==> src/rtl/rc4_cipher_store_if.sv <==
// Signal bundle between the RC4 engine (master) and the ciphertext store (slave).
// A write strobe or read pulse is one cycle wide; a served read answers with valid one cycle later.
interface rc4_cipher_store_if #(
    parameter int AW = 6,
    parameter int DW = 8
);
    logic          cipher_write;
    logic [DW-1:0] cipher_out;
    logic          cipher_read;
    logic [DW-1:0] cipher_in;
    logic          cipher_in_valid;
    logic [AW:0]   byte_count;
    logic          overflow;
    logic          proto_err;
    logic          drained;

    modport master (
        output cipher_write, cipher_out, cipher_read,
        input  cipher_in, cipher_in_valid, byte_count, overflow, proto_err, drained
    );

    modport slave (
        input  cipher_write, cipher_out, cipher_read,
        output cipher_in, cipher_in_valid, byte_count, overflow, proto_err, drained
    );
endinterface

==> src/rtl/rc4_cipher_store.sv <==
// Ciphertext store: records the engine's cipher bytes during encrypt, then replays
// them in order during decrypt and answers with valid low once the stream is exhausted.
module rc4_cipher_store #(
    parameter int DEPTH = 64,
    parameter int AW    = 6,
    parameter int DW    = 8
) (
    input  logic                    clk,
    input  logic                    rst,
    rc4_cipher_store_if.slave       bus,
    output logic [1:0]              state_dbg
);
    typedef enum logic [1:0] {
        FILL  = 2'd0,
        DRAIN = 2'd1,
        DONE  = 2'd2
    } state_t;

    state_t        state_q, state_d;
    logic [DW-1:0] mem [DEPTH];
    logic [AW:0]   wr_ptr, rd_ptr, wr_ptr_eff;
    logic [DW-1:0] cipher_in_q, rd_data;
    logic          valid_q, overflow_q, proto_err_q, drained_q;
    logic          wr_accept, wr_full, wr_proto, rd_serve, rd_hit, rd_fwd;

    // Handshake: a cipher_read sampled at edge k is answered by cipher_in/cipher_in_valid
    // held for exactly the cycle after edge k; valid=0 in that cycle means end-of-stream.
    always_comb begin
        state_d   = state_q;
        wr_accept = 1'b0;
        wr_full   = 1'b0;
        wr_proto  = 1'b0;
        rd_serve  = 1'b0;
        case (state_q)
            FILL: begin
                // wr_ptr never exceeds DEPTH, so its top bit alone means full
                wr_accept = bus.cipher_write && !wr_ptr[AW];
                wr_full   = bus.cipher_write && wr_ptr[AW];
                if (bus.cipher_read) begin
                    rd_serve = 1'b1;
                    state_d  = DRAIN;
                end
            end
            DRAIN: begin
                wr_proto = bus.cipher_write;
                rd_serve = bus.cipher_read;
            end
            DONE: begin
                wr_proto = bus.cipher_write;
            end
            default: state_d = FILL;
        endcase
        wr_ptr_eff = wr_ptr + (AW+1)'(wr_accept);
        rd_hit     = rd_serve && (rd_ptr < wr_ptr_eff);
        rd_fwd     = wr_accept && (rd_ptr == wr_ptr);
        rd_data    = rd_fwd ? bus.cipher_out : mem[rd_ptr[AW-1:0]];
        if (rd_serve && !rd_hit) state_d = DONE;
    end

    always_ff @(posedge clk) begin
        if (rst) begin
            state_q     <= FILL;
            wr_ptr      <= '0;
            rd_ptr      <= '0;
            cipher_in_q <= '0;
            valid_q     <= 1'b0;
            overflow_q  <= 1'b0;
            proto_err_q <= 1'b0;
            drained_q   <= 1'b0;
        end else begin
            state_q <= state_d;
            valid_q <= rd_hit;
            if (wr_accept) wr_ptr <= wr_ptr + 1'b1;
            if (wr_full) overflow_q <= 1'b1;
            if (wr_proto) proto_err_q <= 1'b1;
            if (rd_hit) begin
                cipher_in_q <= rd_data;
                rd_ptr      <= rd_ptr + 1'b1;
            end
            if (state_d == DONE) drained_q <= 1'b1;
        end
    end

    // Contents are not cleared on reset; a new stream overwrites from address 0.
    always_ff @(posedge clk) begin
        if (wr_accept) mem[wr_ptr[AW-1:0]] <= bus.cipher_out;
    end

    assign bus.cipher_in       = cipher_in_q;
    assign bus.cipher_in_valid = valid_q;
    assign bus.byte_count      = wr_ptr;
    assign bus.overflow        = overflow_q;
    assign bus.proto_err       = proto_err_q;
    assign bus.drained         = drained_q;
    assign state_dbg           = state_q;
endmodule

==> src/flat_wrapper.sv <==
// flat-port wrapper written by rule: the top's interface ports become plain ports
module rc4_cipher_store_flat 
#(
    parameter int DEPTH = 64,
    parameter int AW    = 6,
    parameter int DW    = 8
)
  (clk, rst, state_dbg, bus_cipher_write, bus_cipher_out, bus_cipher_read, bus_cipher_in, bus_cipher_in_valid, bus_byte_count, bus_overflow, bus_proto_err, bus_drained);
  rc4_cipher_store_if #(.AW(AW), .DW(DW)) bus_i ();
  input  logic clk;
  input  logic rst;
  output logic [1:0] state_dbg;
  input wire logic [$bits(bus_i.cipher_write)-1:0] bus_cipher_write;
  input wire logic [$bits(bus_i.cipher_out)-1:0] bus_cipher_out;
  input wire logic [$bits(bus_i.cipher_read)-1:0] bus_cipher_read;
  output wire logic [$bits(bus_i.cipher_in)-1:0] bus_cipher_in;
  output wire logic [$bits(bus_i.cipher_in_valid)-1:0] bus_cipher_in_valid;
  output wire logic [$bits(bus_i.byte_count)-1:0] bus_byte_count;
  output wire logic [$bits(bus_i.overflow)-1:0] bus_overflow;
  output wire logic [$bits(bus_i.proto_err)-1:0] bus_proto_err;
  output wire logic [$bits(bus_i.drained)-1:0] bus_drained;
  assign bus_i.cipher_write = bus_cipher_write;
  assign bus_i.cipher_out = bus_cipher_out;
  assign bus_i.cipher_read = bus_cipher_read;
  assign bus_cipher_in = bus_i.cipher_in;
  assign bus_cipher_in_valid = bus_i.cipher_in_valid;
  assign bus_byte_count = bus_i.byte_count;
  assign bus_overflow = bus_i.overflow;
  assign bus_proto_err = bus_i.proto_err;
  assign bus_drained = bus_i.drained;
  rc4_cipher_store #(.DEPTH(DEPTH), .AW(AW), .DW(DW)) u_core (.clk(clk), .rst(rst), .bus(bus_i), .state_dbg(state_dbg));
endmodule
==> config.mk <==
export PLATFORM = sky130hd
export DESIGN_NAME = rc4_cipher_store_flat
export DESIGN_NICKNAME = d
export VERILOG_FILES = /design/src/rtl/rc4_cipher_store_if.sv /design/src/rtl/rc4_cipher_store.sv /design/src/flat_wrapper.sv
export SDC_FILE = /design/constraint.sdc
export NUM_CORES = 1
export LEC_CHECK = 0
export CAP_MARGIN = 10
export CORE_UTILIZATION = 50
export DETAILED_ROUTE_END_ITERATION = 8
export PLACE_DENSITY = 0.75
export SETUP_SLACK_MARGIN = 0.05
export SLEW_MARGIN = 20
export SYNTH_ARGS = -nofsm -noshare
export SYNTH_HDL_FRONTEND = slang
export SYNTH_SLANG_ARGS = --single-unit
export TNS_END_PERCENT = 5
==> constraint.sdc <==
create_clock -name clk -period 8.4 [get_ports clk]
set_input_delay 0.84 -clock clk [delete_from_list [all_inputs] [get_ports clk]]
set_output_delay 0.84 -clock clk [all_outputs]
set_load 0.02 [all_outputs]
==> impl_metrics.csv <==
group,metric,value,unit
clock_tree,cts-root-buf,"clkbuf_16",
clock_tree,cts.sinks,540,
grt,grt_remaining_overflow,0,
yosys,ys_seq_elements,540,
sta,maxSlewHeadroom,0.287,
sta,setup_violations,0,
detailed_routing,drc,0,
grt,grt_pass1_wl,66300,um
clock_tree,cts_resized,0,
layout,diodes,0,
critical_path,cp-start-kind,"input port",
die,die_area,43600,um2
clock_tree,clk_latency,0.58,ns
sta,fin_skew,0.0111,ns
yosys,netlist_instances,1126,
die,rows,75,
status,outcome,"completed",
layout,final_area,23800,um2
place,gp_congestion,0.821,
detailed_routing,wl,43900,um
sta,hold_viol_final,0,
sta,final-max-slew-violation-count,0,
power,p_per_area,262,nW/um2
clock_tree,cts_buffers,52,
sta,min_period_over_period,0.470,
layout,final_nets,1184,
power,p_leak,0.00720,uW
yosys,synthFlopType,"edfxtp_1",
layout,drive_gt1_frac,0.184,
die,core,42000,um2
grt,grt_usage,0.206,
critical_path,worstPathArrival,4.42,ns
die,io_pins,33,
sta,fmax,254,MHz
grt,grt_max_degree,66,
yosys,synth_top_area_cell,"edfxtp_1",
die,die_height,209,um
yosys,yosysTopAreaCellShare,0.718,
critical_path,critPathRequiredTime,8.88,ns
yosys,ys.warnings.count,0,
min_path,hold_class,"reg -> reg",
yosys,netlist_area,21400,um2
clock_tree,cts_tree,"done",
critical_path,endpoint_kind,"flip-flop",
clock_tree,cts_setup_buffers,0,
grt,antenna_found_initial,0,
clock_tree,cts-htree-levels,2,
place,port_buffers,32,
clock_tree,clockBufferDepth,3,
die,die_w,209,um
detailed_routing,drt-pass1-iter-count,5,
yosys,syn_nets,1151,
sta,layout_min_cycle_time,3.94,ns
critical_path,crit_type,"in -> reg",
yosys,yosysMostFrequentCell,"edfxtp_1",
detailed_routing,viasPerCell,6.13,
run,drv_cap,0,
clock_tree,path_clk_slew,0.06,ns
layout,area_growth,11.0,%
yosys,syn_avg_cell_area,19.0,um2
detailed_routing,wl_per_cell,25.3,um
place,hpwl,25600,um
yosys,synth_cell_types,44,
yosys,ys_seq_area_frac,0.745,
power,peakVddDrop,0.000169,V
sta,fin_tns_setup,0,ns
detailed_routing,dr_total_vias,10600,
grt,grt_pass1_vias,10500,
yosys,ys_top_cells_by_count,"edfxtp_1, mux4_2, nor2_1, mux2i_1, clkbuf_1",
die,start_util,0.509,
sta,rsz0062_at_grt,"false",
yosys,synth.area.top_cells,"edfxtp_1, mux4_2, dfxtp_1",
critical_path,path_max_fanout,10,
place,place_area,22200,um2
sta,tightest_slew,1.07,ns
detailed_routing,drt_iter0_drc,1149,
yosys,synth-edff-count,512,
detailed_routing,ant_nets,0,
yosys,ys_async_sr_fraction,0,
clock_tree,ctsHoldBuffers,0,
-- placed cells by master, fill, tap and decap left out, types with 13 or more instances in the layout --
master           Yosys  routed
edfxtp_1           512     512
mux4_2             119     119
nor2_1              97      97
clkbuf_16            0      53
mux2i_1             41      41
nand2_1             31      31
dfxtp_1             28      25
clkdlybuf4s50_1      0      24
inv_1               21      21
a21oi_1             21      21
nor2b_1             20      20
a211oi_1            20      20
o22ai_1             18      18
nand3_1             17      17
clkbuf_1            40      16
xnor2_1             14      14
buf_4                0      14
ha_1                13      13
-- state kept, by name, indices dropped and copies added, names as in the netlist --
signal                      count
u_core.bus.cipher_in_valid      1
u_core.bus.drained              1
u_core.state_dbg                2
u_core.bus.cipher_in            8
u_core.bus.byte_count           7
u_core.mem                    512
u_core.bus.overflow             1
u_core.bus.proto_err            1
u_core.rd_ptr                   7
-- metal layers --
| metal | GRT usage | vias up | wire length [um] |
|---|---|---|---|
| met4 | 0.0672 | 0 | 1250 |
| li1 | - | 4604 | - |
| met5 | 0 | - | 0 |
| met1 | 0.307 | 5446 | 19200 |
| met2 | 0.310 | 503 | 20100 |
| met3 | 0.0376 | 85 | 3400 |
-- critical path, cell delays in order --
cell,delay [ns]
clkdlybuf4s50_1,0.50
nand3b_1,0.16
inv_1,0.18
ha_1,0.20
ha_1,0.22
nand3_1,0.11
xor2_1,0.18
ha_1,0.33
a211oi_1,0.24
nor2_1,0.07
a211o_1,0.36
or4_4,0.54
or3_1,0.35
a21oi_1,0.14
-- final cells by class --
| cell class | count | area, um2 |
|---|---|---|
| Clock inverter | 23 | 183 |
| Multi-Input combinational cell | 502 | 5120 |
| Tap cell | 539 | 674 |
| Fill cell | 3083 | 18300 |
| Sequential cell | 540 | 15900 |
| Timing Repair Buffer | 42 | 365 |
| Inverter | 21 | 78.8 |
| Clock buffer | 69 | 1390 |
-- through the flow --
| stage | setup WS [ns] | total power (uW) | hold WS, ns | instances | utilization |
|---|---|---|---|---|---|
| after floorplan | 4.77 | 3810 | 0.462 | 1126 | - |
| after global placement | 4.02 | 4080 | 0.458 | 1644 | 0.527 |
| after detailed placement | 3.92 | 4100 | 0.486 | 1644 | 0.527 |
| after CTS | 4.52 | 6270 | 0.502 | 1736 | 0.565 |
| after global routing | 4.23 | 6440 | 0.532 | 1736 | 0.565 |
| final | 4.46 | 6230 | 0.488 | 1736 | 0.565 |
-- power breakdown --
group | total (uW) | internal (uW) | leakage, uW | switching (uW)
Combinational | 937 | 430 | 0.00161 | 507
Sequential | 3110 | 3000 | 0.00483 | 109
Clock | 2180 | 1240 | 0.000763 | 938
Total | 6230 | 4680 | 0.00720 | 1550
-- path summary, 6_finish.rpt --
kind / to / depth (start not counted) / slack, ns / from
worst max-delay path: u_core.rd_ptr[6] / 14 / 4.46 / bus_cipher_write
worst max register to register: u_core.rd_ptr[6] / 15 / 4.52 / u_core.state_dbg[0]
worst min-delay path: u_core.bus.overflow / 2 / 0.49 / u_core.bus.overflow
worst min register to register: u_core.bus.overflow / 2 / 0.49 / u_core.bus.overflow
-- cell families after synthesis --
kind of cell | Yosys count | share of synthesized area
simple gates | 214 | 0.0471
xor+xnor | 20 | 0.00819
mux | 163 | 0.146
compound gates | 92 | 0.0301
flops | 540 | 0.745
fa+ha+maj | 13 | 0.00760
buf+inv | 84 | 0.0164
Power figures use the tool's default switching activity.
